File: config.mk
export PLATFORM = sky130hd
export DESIGN_NAME = reflet_bus_arbiter8
export DESIGN_NICKNAME = d
export VERILOG_FILES = /design/src/rtl/reflet_arb_pkg.sv /design/src/rtl/reflet_arb_hold_counter.sv /design/src/rtl/reflet_bus_arbiter8.sv
export SDC_FILE = /design/constraint.sdc
export NUM_CORES = 1
export LEC_CHECK = 0
export BUFFER_PORTS_ARGS = -buffer_cell sky130_fd_sc_hd__buf_2
export CORE_UTILIZATION = 35
export CTS_CLUSTER_DIAMETER = 200
export DETAILED_ROUTE_END_ITERATION = 7
export PLACE_DENSITY_LB_ADDON = 0.3
export SETUP_SLACK_MARGIN = 0.5
export SKIP_CTS_REPAIR_TIMING = 1
export SYNTH_ARGS = -nofsm -noshare
export SYNTH_HDL_FRONTEND = slang
export SYNTH_HIERARCHICAL = 1
export SYNTH_SLANG_ARGS = --single-unit
File: constraint.sdc
create_clock -name clk -period 1.98 [get_ports clk]
set_input_delay 0.396 -clock clk [delete_from_list [all_inputs] [get_ports clk]]
set_output_delay 0.396 -clock clk [all_outputs]
set_load 0.01 [all_outputs]
File: src/rtl/reflet_arb_pkg.sv
// Shared definitions for the Reflet two-master bus arbiter: state encoding,
// one-hot owner codes, debug view and the counter-width helper.
package reflet_arb_pkg;

  typedef enum logic [1:0] {
    ST_IDLE = 2'd0,
    ST_OWN0 = 2'd1,
    ST_OWN1 = 2'd2
  } arb_state_t;

  localparam logic [1:0] OWNER_NONE = 2'b00;
  localparam logic [1:0] OWNER_M0   = 2'b01;
  localparam logic [1:0] OWNER_M1   = 2'b10;

  // last: 0 = master 0 was granted most recently, 1 = master 1.
  typedef struct packed {
    arb_state_t state;
    logic       last;
  } arb_dbg_t;

  // Never returns 0 so a disabled hold limit still yields a legal vector width.
  function automatic int clog2(input int value);
    int r;
    r = 0;
    while ((1 << r) < value) r++;
    return (r < 1) ? 1 : r;
  endfunction

endpackage

File: src/rtl/reflet_arb_hold_counter.sv
// Anti-starvation hold counter: counts cycles the waiting master has been
// kept off the bus and flags when the owner must hand over.
module reflet_arb_hold_counter
  import reflet_arb_pkg::*;
#(
  parameter int max_hold = 16
) (
  input  logic clk,
  input  logic reset,
  input  logic clear,
  input  logic inc,
  output logic limit
);

  localparam int cw = clog2(max_hold + 1);
  localparam logic [cw-1:0] sat_val = cw'(max_hold);
  localparam logic [cw-1:0] lim_val = cw'((max_hold > 0) ? max_hold - 1 : 0);

  logic [cw-1:0] count;

  always_ff @(posedge clk) begin
    if (reset || clear) begin
      count <= '0;
    end else if (inc && (count != sat_val)) begin
      count <= count + cw'(1);
    end
  end

  // A limit of zero disables preemption entirely.
  assign limit = (max_hold != 0) && (count == lim_val);

endmodule

File: src/rtl/reflet_bus_arbiter8.sv
// Two-master arbiter for the 8-bit Reflet bus: grant FSM, hold-limit
// preemption, bus mux and read-data return routing.
// Tie-break is fixed priority to master 0 unless REFLET_ARB_ROUND_ROBIN_EN is defined.
// Handshake: a master holds req high for its whole ownership and drives the
// bus only in cycles where its registered gnt is high; dropping req releases.
module reflet_bus_arbiter8
  import reflet_arb_pkg::*;
#(
  parameter int wordsize = 8,
  parameter int max_hold = 16
) (
  input  logic                clk,
  input  logic                reset,
  input  logic                m0_req,
  output logic                m0_gnt,
  input  logic [wordsize-1:0] m0_addr,
  input  logic [wordsize-1:0] m0_data_out,
  input  logic                m0_write_en,
  output logic [wordsize-1:0] m0_data_in,
  input  logic                m1_req,
  output logic                m1_gnt,
  input  logic [wordsize-1:0] m1_addr,
  input  logic [wordsize-1:0] m1_data_out,
  input  logic                m1_write_en,
  output logic [wordsize-1:0] m1_data_in,
  output logic [wordsize-1:0] bus_addr,
  output logic [wordsize-1:0] bus_data_out,
  output logic                bus_write_en,
  input  logic [wordsize-1:0] bus_data_in,
  output logic [1:0]          owner,
  output arb_dbg_t            dbg
);

  arb_state_t cur_state, next_state, tie_pick;
  logic       last;
  logic [1:0] prev_owner;
  logic       other_req;
  logic       hold_limit;
  logic       hold_clear;

`ifdef REFLET_ARB_ROUND_ROBIN_EN
  assign tie_pick = last ? ST_OWN0 : ST_OWN1;
`else
  assign tie_pick = ST_OWN0;
`endif

  always_comb begin
    other_req = 1'b0;
    case (cur_state)
      ST_OWN0: other_req = m1_req;
      ST_OWN1: other_req = m0_req;
      default: other_req = 1'b0;
    endcase
  end

  always_comb begin
    next_state = cur_state;
    case (cur_state)
      ST_IDLE: begin
        if (m0_req && m1_req) next_state = tie_pick;
        else if (m0_req)      next_state = ST_OWN0;
        else if (m1_req)      next_state = ST_OWN1;
      end
      ST_OWN0: begin
        if (!m0_req)                 next_state = m1_req ? ST_OWN1 : ST_IDLE;
        else if (m1_req && hold_limit) next_state = ST_OWN1;
      end
      ST_OWN1: begin
        if (!m1_req)                 next_state = m0_req ? ST_OWN0 : ST_IDLE;
        else if (m0_req && hold_limit) next_state = ST_OWN0;
      end
      default: next_state = ST_IDLE;
    endcase
  end

  assign hold_clear = (next_state != cur_state) || !other_req;

  reflet_arb_hold_counter #(.max_hold(max_hold)) u_hold (
    .clk   (clk),
    .reset (reset),
    .clear (hold_clear),
    .inc   (other_req),
    .limit (hold_limit)
  );

  always_ff @(posedge clk) begin
    if (reset) begin
      cur_state  <= ST_IDLE;
      last       <= 1'b1;
      prev_owner <= OWNER_NONE;
    end else begin
      cur_state  <= next_state;
      prev_owner <= owner;
      if (next_state != cur_state) begin
        if (next_state == ST_OWN0) last <= 1'b0;
        if (next_state == ST_OWN1) last <= 1'b1;
      end
    end
  end

  always_comb begin
    owner = OWNER_NONE;
    case (cur_state)
      ST_OWN0: owner = OWNER_M0;
      ST_OWN1: owner = OWNER_M1;
      default: owner = OWNER_NONE;
    endcase
  end

  assign m0_gnt = owner[0];
  assign m1_gnt = owner[1];

  // Only the granted master reaches the bus; a non-owner strobe is dropped.
  always_comb begin
    bus_addr     = '0;
    bus_data_out = '0;
    bus_write_en = 1'b0;
    case (cur_state)
      ST_OWN0: begin
        bus_addr     = m0_addr;
        bus_data_out = m0_data_out;
        bus_write_en = m0_write_en & m0_gnt;
      end
      ST_OWN1: begin
        bus_addr     = m1_addr;
        bus_data_out = m1_data_out;
        bus_write_en = m1_write_en & m1_gnt;
      end
      default: ;
    endcase
  end

  // Slaves answer one cycle late, so return data follows last cycle's owner.
  assign m0_data_in = prev_owner[0] ? bus_data_in : '0;
  assign m1_data_in = prev_owner[1] ? bus_data_in : '0;

  assign dbg = '{state: cur_state, last: last};

endmodule

# After elaboration in Yosys (flattened, before gate mapping)
# Cells that the tools add are included.
totals:
  regBits: 10
  inputBits: 46
  wordCells: 43
classes:
  add_sub_neg: 1
  eq_ne: 7
  n_mux: 19
  bitwise_logic: 2
  n_reduce_logical: 10
ops:
  columns: ["operator", "n"]
  rows:
  - ["8-bit one-hot mux with 2 select lines", 2]
  - ["2-bit two-way mux", 8]
  - ["8-bit two-way mux", 2]
  - ["2-bit one-hot mux with 3 select lines", 1]
  - ["5-bit by 1-bit adder with 5-bit output (second input constant)", 1]
  - ["5-bit by 4-bit equality test with 1-bit output (second input constant)", 1]
  - ["5-bit != test (second input constant)", 1]
  - ["2-bit by 1-bit equality test with 1-bit output (second input constant)", 2]
  - ["2-bit equality test (second input constant)", 2]
  - ["1-bit logical AND", 4]
  - ["1-bit one-hot mux with 2 select lines", 2]
  - ["2-bit one-hot mux with 2 select lines", 1]
  - ["1-bit two-way mux", 3]
  - ["1-bit bitwise AND", 2]
  - ["2-bit zero test", 1]
  - ["1-bit logical OR", 2]
  - ["2-bit != test", 1]
  - ["2-bit AND reduction", 1]
  - ["2-bit nonzero test", 1]
  - ["1-bit zero test", 1]

# Longest topological paths before layout
logic_depth:
  depth_word: 8
  ltp_mapped: 12
  depth_no_buf: 12

# Hierarchy
# Netlist, hierarchy kept.
by_module_without_submodules:
  columns: ["module", "n_inst", "cells_per_inst", "area_per_inst_um2", "seq_area_each_um2"]
  rows:
  - ["reflet_bus_arbiter8", 1, 102, 748.2, 100.1]
  - ["reflet_arb_hold_counter", 1, 30, 289.0, 100.1]

# Worst setup path after synthesis
# Ideal clock, no wire load.
synth_path:
  path_kind: "reg2reg"
  from: "register u_hold.count[0]"
  to: "register u_hold.count[4]"
  setup_ns: 0.074
  t_arrival_ns: 2.100
  required_time_ns: 1.906
  slack_ns: -0.194
  path_stages_with_launch: 12
  period_less_slack_ns: 2.174
  path_cell_list: "dfxtp_1 > ha_1 > and3_2 > ha_1 > a21oi_1 > o21ai_0 > a41o_2 > xnor2_1 > nand3_1 > nor2_2 > o21ai_0 > a31oi_1"
synth_between:
  elab_chain_cells: 8
  word_cells_on_any_way: 14
synth_lines:
  columns: ["item", "line_no", "text"]
  rows:
  - ["start, declared", "reflet_arb_hold_counter.sv:19", "logic [cw-1:0] count;"]
  - ["start signal, assigned", "reflet_arb_hold_counter.sv:25", "count <= count + cw'(1);"]
  - ["5-bit by 4-bit equality test with 1-bit output *", "reflet_arb_hold_counter.sv:30", "assign limit = (max_hold != 0) && (count == lim_val);"]
  - ["via hold_limit", "reflet_bus_arbiter8.sv:38", "logic hold_limit;"]
  - ["1-bit logical AND, on equally long branches", "reflet_bus_arbiter8.sv:70, reflet_bus_arbiter8.sv:66", null]
  - ["2-bit two-way mux, on equally long branches", "reflet_bus_arbiter8.sv:70, reflet_bus_arbiter8.sv:66", null]
  - ["2-bit two-way mux, on equally long branches", "reflet_bus_arbiter8.sv:69, reflet_bus_arbiter8.sv:65", null]
  - ["2-bit one-hot mux with 3 select lines *", "reflet_bus_arbiter8.sv:58", "case (cur_state)"]
  - ["2-bit != test *", "reflet_bus_arbiter8.sv:76", "assign hold_clear = (next_state != cur_state) || !other_req;"]
  - ["1-bit logical OR *", "reflet_bus_arbiter8.sv:76", null]
  - ["via hold_clear", "reflet_bus_arbiter8.sv:39", "logic hold_clear;"]
  - ["1-bit logical OR *", "reflet_arb_hold_counter.sv:22", "if (reset || clear) begin"]
# The timed path passes the listed nets; every way through them passes the cells marked *.
# A chain may end at the register's enable or synchronous reset.

# Final worst setup path
layout_path:
  from: "register u_hold.count[0]"
  to: "register u_hold.count[0]"
# The elaborated chain is that of the path after synthesis.

==> results.cfg <==
[sta]
timing.final.max_slew_violations = 0
fin_setup_tns_ns = -0.632
max_slew_margin_pct = 85.2
finalHoldViolations = 0
rsz0062_at_grt = true
tightest_slew_ns = 0.222
setup-violations-final = 6
fmax_mhz = 470
post_layout_worst_setup_margin_ns = -0.147
worst_clock_skew_ns = 0.0109
layout_worst_path_cycle_share_pct = 107
period_minus_slack_ns = 2.13

[power_and_ir_drop]
pwr_density_cell_nw_per_um2 = 440
ir_worst_vdd_mv = 0.427
power.static_leakage_nw = 0.900
totalPowerFinal_mw = 0.857

[finish]
synthToLayoutAreaGrowth_pct = 87.7
antenna-diode-count = 0
nFillCells = 213
layout.cells.most_common = sky130_fd_sc_hd__buf_2
fin_nets = 287
drive_above_1_share_pct = 68.4
postLayoutCoreUtil_pct = 70.0
layout.cells.most_common_list = sky130_fd_sc_hd__buf_2, sky130_fd_sc_hd__a22oi_2, sky130_fd_sc_hd__and2_1

[critical_path]
slack_of_the_worst_reg_to_reg_path_ns = -0.15
critPathSlowestCell = sky130_fd_sc_hd__dfxtp_2
crit_arrival_ns = 2.30
cp-end-kind = flop
critical_path_class = reg -> reg
critical_path.reg2reg.endpoint = u_hold/count[0]$_SDFFE_PP0P_
worst_setup_path_startpoint = u_hold/count[0]$_SDFFE_PP0P_
critical_path_required_ns = 2.15
crit_path_max_incr_delay_ns = 0.36
worstRegToRegCells = 12
worstPathMaxFanout = 6
timing.critical_path.cells = ha_4 > and3_4 > ha_4 > nor2b_1 > o21ai_1 > nand2_1 > a31o_1 > xnor2_2 > nand3_2 > nor2_4 > nand2_1 > mux2i_1
critPathLaunchType = flop
timing.rr.start = u_hold/count[0]$_SDFFE_PP0P_

[worst_hold_path]
worst_hold_startpoint = reset
hold_class = in -> reg
worstHoldEndpoint = prev_owner[1]$_SDFF_PP0_
worstHoldPathCells = 2

[global_routing]
pin_count_of_the_biggest_net_entering_global_routing = 21
grt-ovfl-total = 0
number_of_antenna_violations_at_the_first_check_in_global_routing = 0
via_count_of_the_first_global_routing_pass = 1082
grt_usage_pct = 19.1
grt_first_pass_wirelength_um = 4860

[synthesis]
synth-seq-cells = 10
share_of_the_synthesized_area_in_compound_gates_ao_oa_aoi_oai_pct = 19.5
netlist_instances = 132
seq_area_frac_synth_pct = 19.3
share_of_synthesized_area_spent_on_multiplexers_pct = 2.90
syn-mean-instance-area_sq_um = 7.86
synthesis.area_sq_um = 1040
synth_xor_xnor_area_share_pct = 4.10
dominant_combinational_cell_family_by_area_after_synthesis = simple AND/OR/NAND/NOR gates
syn-num-nets = 187
yosys.area_share.simple_pct = 36.7
adder_cell_share_of_the_synthesized_area_pct = 10.9
yosys_warnings = 6
synthDistinctLibCells = 30

[floorplan]
initial_utilization_pct = 37.3
top_level_ports = 86
fp-row-count = 19
die_footprint_sq_um = 3190
fp.coreArea_sq_um = 2780
die_width_um = 56.4
dieHeight_um = 56.4

[place]
detailedPlacementHpwl_um = 2470
routabilityCongestion = 0.888
io_buffers = 85
place_ws_ns = -0.119

[clocking]
clock_tree_from_tritoncts = yes
max-clock-path-buffers = 2
clk_root_buffer_cell = sky130_fd_sc_hd__clkbuf_4
cts.reportedPaths.clkPinSlew_ns = 0.07
tritoncts_buffer_count = 3
htree_levels = 1
numClockSinks = 10
worst_skew_pair.late_latency_ns = 0.27

[routing]
routed_via_density = 5.07
antenna_violating_nets_post_route = 0
routed_wl_um = 3560
route.detailed.drc = 0
wl_per_cell_um = 13.6
dr_total_vias = 1328
drt-initial-drc-count = 65
detail_route.first_pass.iterations = 4

[status]
run_status = complete, but fails checks
failing_checks = setup timing

[flow_run]
max-cap-violations = 0
==> cells in the mapped netlist <==
library cell | count | area share, %
sky130_fd_sc_hd__nor2_1 | 5 | 1.8
sky130_fd_sc_hd__buf_2 | 1 | 0.48
sky130_fd_sc_hd__mux2i_1 | 3 | 2.9
sky130_fd_sc_hd__nand3_1 | 3 | 1.4
sky130_fd_sc_hd__xnor2_2 | 1 | 1.6
sky130_fd_sc_hd__o21ai_0 | 3 | 1.4
sky130_fd_sc_hd__a21oi_2 | 1 | 0.84
sky130_fd_sc_hd__and2_1 | 16 | 9.7
sky130_fd_sc_hd__nand2_4 | 1 | 1.1
sky130_fd_sc_hd__nand4_1 | 2 | 1.2
sky130_fd_sc_hd__inv_1 | 6 | 2.2
sky130_fd_sc_hd__clkbuf_1 | 4 | 1.4
sky130_fd_sc_hd__inv_2 | 1 | 0.36
sky130_fd_sc_hd__nor2b_1 | 22 | 13
sky130_fd_sc_hd__buf_4 | 3 | 2.2
sky130_fd_sc_hd__a31o_1 | 1 | 0.84
sky130_fd_sc_hd__o21ai_1 | 1 | 0.48
sky130_fd_sc_hd__a21oi_1 | 1 | 0.48
sky130_fd_sc_hd__a22oi_1 | 18 | 13
sky130_fd_sc_hd__o211ai_1 | 1 | 0.72
sky130_fd_sc_hd__a31oi_1 | 1 | 0.60
sky130_fd_sc_hd__nand4bb_4 | 1 | 2.7
sky130_fd_sc_hd__xnor2_1 | 1 | 0.84
sky130_fd_sc_hd__nand2_1 | 10 | 3.6
sky130_fd_sc_hd__ha_1 | 9 | 11
sky130_fd_sc_hd__dfxtp_1 | 10 | 19
sky130_fd_sc_hd__nor2_2 | 2 | 1.2
sky130_fd_sc_hd__a41o_2 | 1 | 1.1
sky130_fd_sc_hd__and3_2 | 1 | 0.72
sky130_fd_sc_hd__xor2_1 | 2 | 1.7
==> worst max path at each step <==
stage	end	slack, ns	depth (start not counted)
2_1_floorplan	u_hold/count[4]$_SDFFE_PP0P_	-0.03	11
3_3_place_gp	u_hold/count[0]$_SDFFE_PP0P_	-0.08	11
3_5_place_dp	u_hold/count[0]$_SDFFE_PP0P_	-0.12	12
4_1_cts	u_hold/count[0]$_SDFFE_PP0P_	-0.15	12
5_1_grt	u_hold/count[0]$_SDFFE_PP0P_	-0.27	12
6_report	u_hold/count[0]$_SDFFE_PP0P_	-0.15	12
==> logic make-up (layout without fill, tap and decap cells) <==
| logic type | Yosys count | in the layout |
|---|---|---|
| simple gates | 63 | 63 |
| compound gates | 28 | 28 |
| buf+inv | 15 | 114 |
| flops | 10 | 10 |
| fa+ha+maj | 9 | 9 |
| xor+xnor | 4 | 4 |
| mux | 3 | 3 |
==> worst max-delay path, delay by kind of cell, from the launching register on <==
kind / cells / cell delay (ns)
AND/OR/NAND/NOR: 6 / 0.67
flip-flops: 1 / 0.36
AO/OA/AOI/OAI: 2 / 0.40
multiplexers: 1 / 0.15
XOR/XNOR: 1 / 0.20
adder cells (fa/ha/maj): 2 / 0.28
==> state kept, by name (all words and copies together) (netlist names) <==
signal	count
u_hold/count	5
cur_state	2
last	1
prev_owner	2
==> area by class of cell <==
class	instances	area [sq um]	area share [%]
clock buffers	4	26.3	1.35
inverters	7	33.8	1.74
multi-input cells	107	991	50.9
flip-flops and latches	10	210	10.8
well taps	31	38.8	1.99
repair buffers	103	647	33.2
==> where the power goes <==
group	leakage, nW	internal, mW	switching [mW]	total (mW)
registers	0.0837	0.214	0.0157	0.230
logic	0.801	0.259	0.221	0.479
clock network	0.0150	0.0777	0.0699	0.148
total	0.900	0.550	0.306	0.857
==> per-stage QoR <==
step                instances  instance area [sq um]  hold WS (ns)
floorplan                 132                   1240         0.459
global placement          252                   1700         0.504
detailed placement        252                   1700         0.500
CTS                       256                   1730         0.392
global route              262                   1950         0.429
finish                    262                   1950         0.428
==> per-layer routing <==
| metal | track usage, % | share of wire, % | vias up |
|---|---|---|---|
| met1 | 25.0 | 42 | 607 |
| li1 | - | - | 654 |
| met5 | 0 | 0 | - |
| met2 | 30.6 | 51 | 59 |
| met3 | 5.30 | 6.1 | 8 |
| met4 | 5.23 | 1.3 | 0 |
No activity file was read; power rests on OpenSTA's default activity.
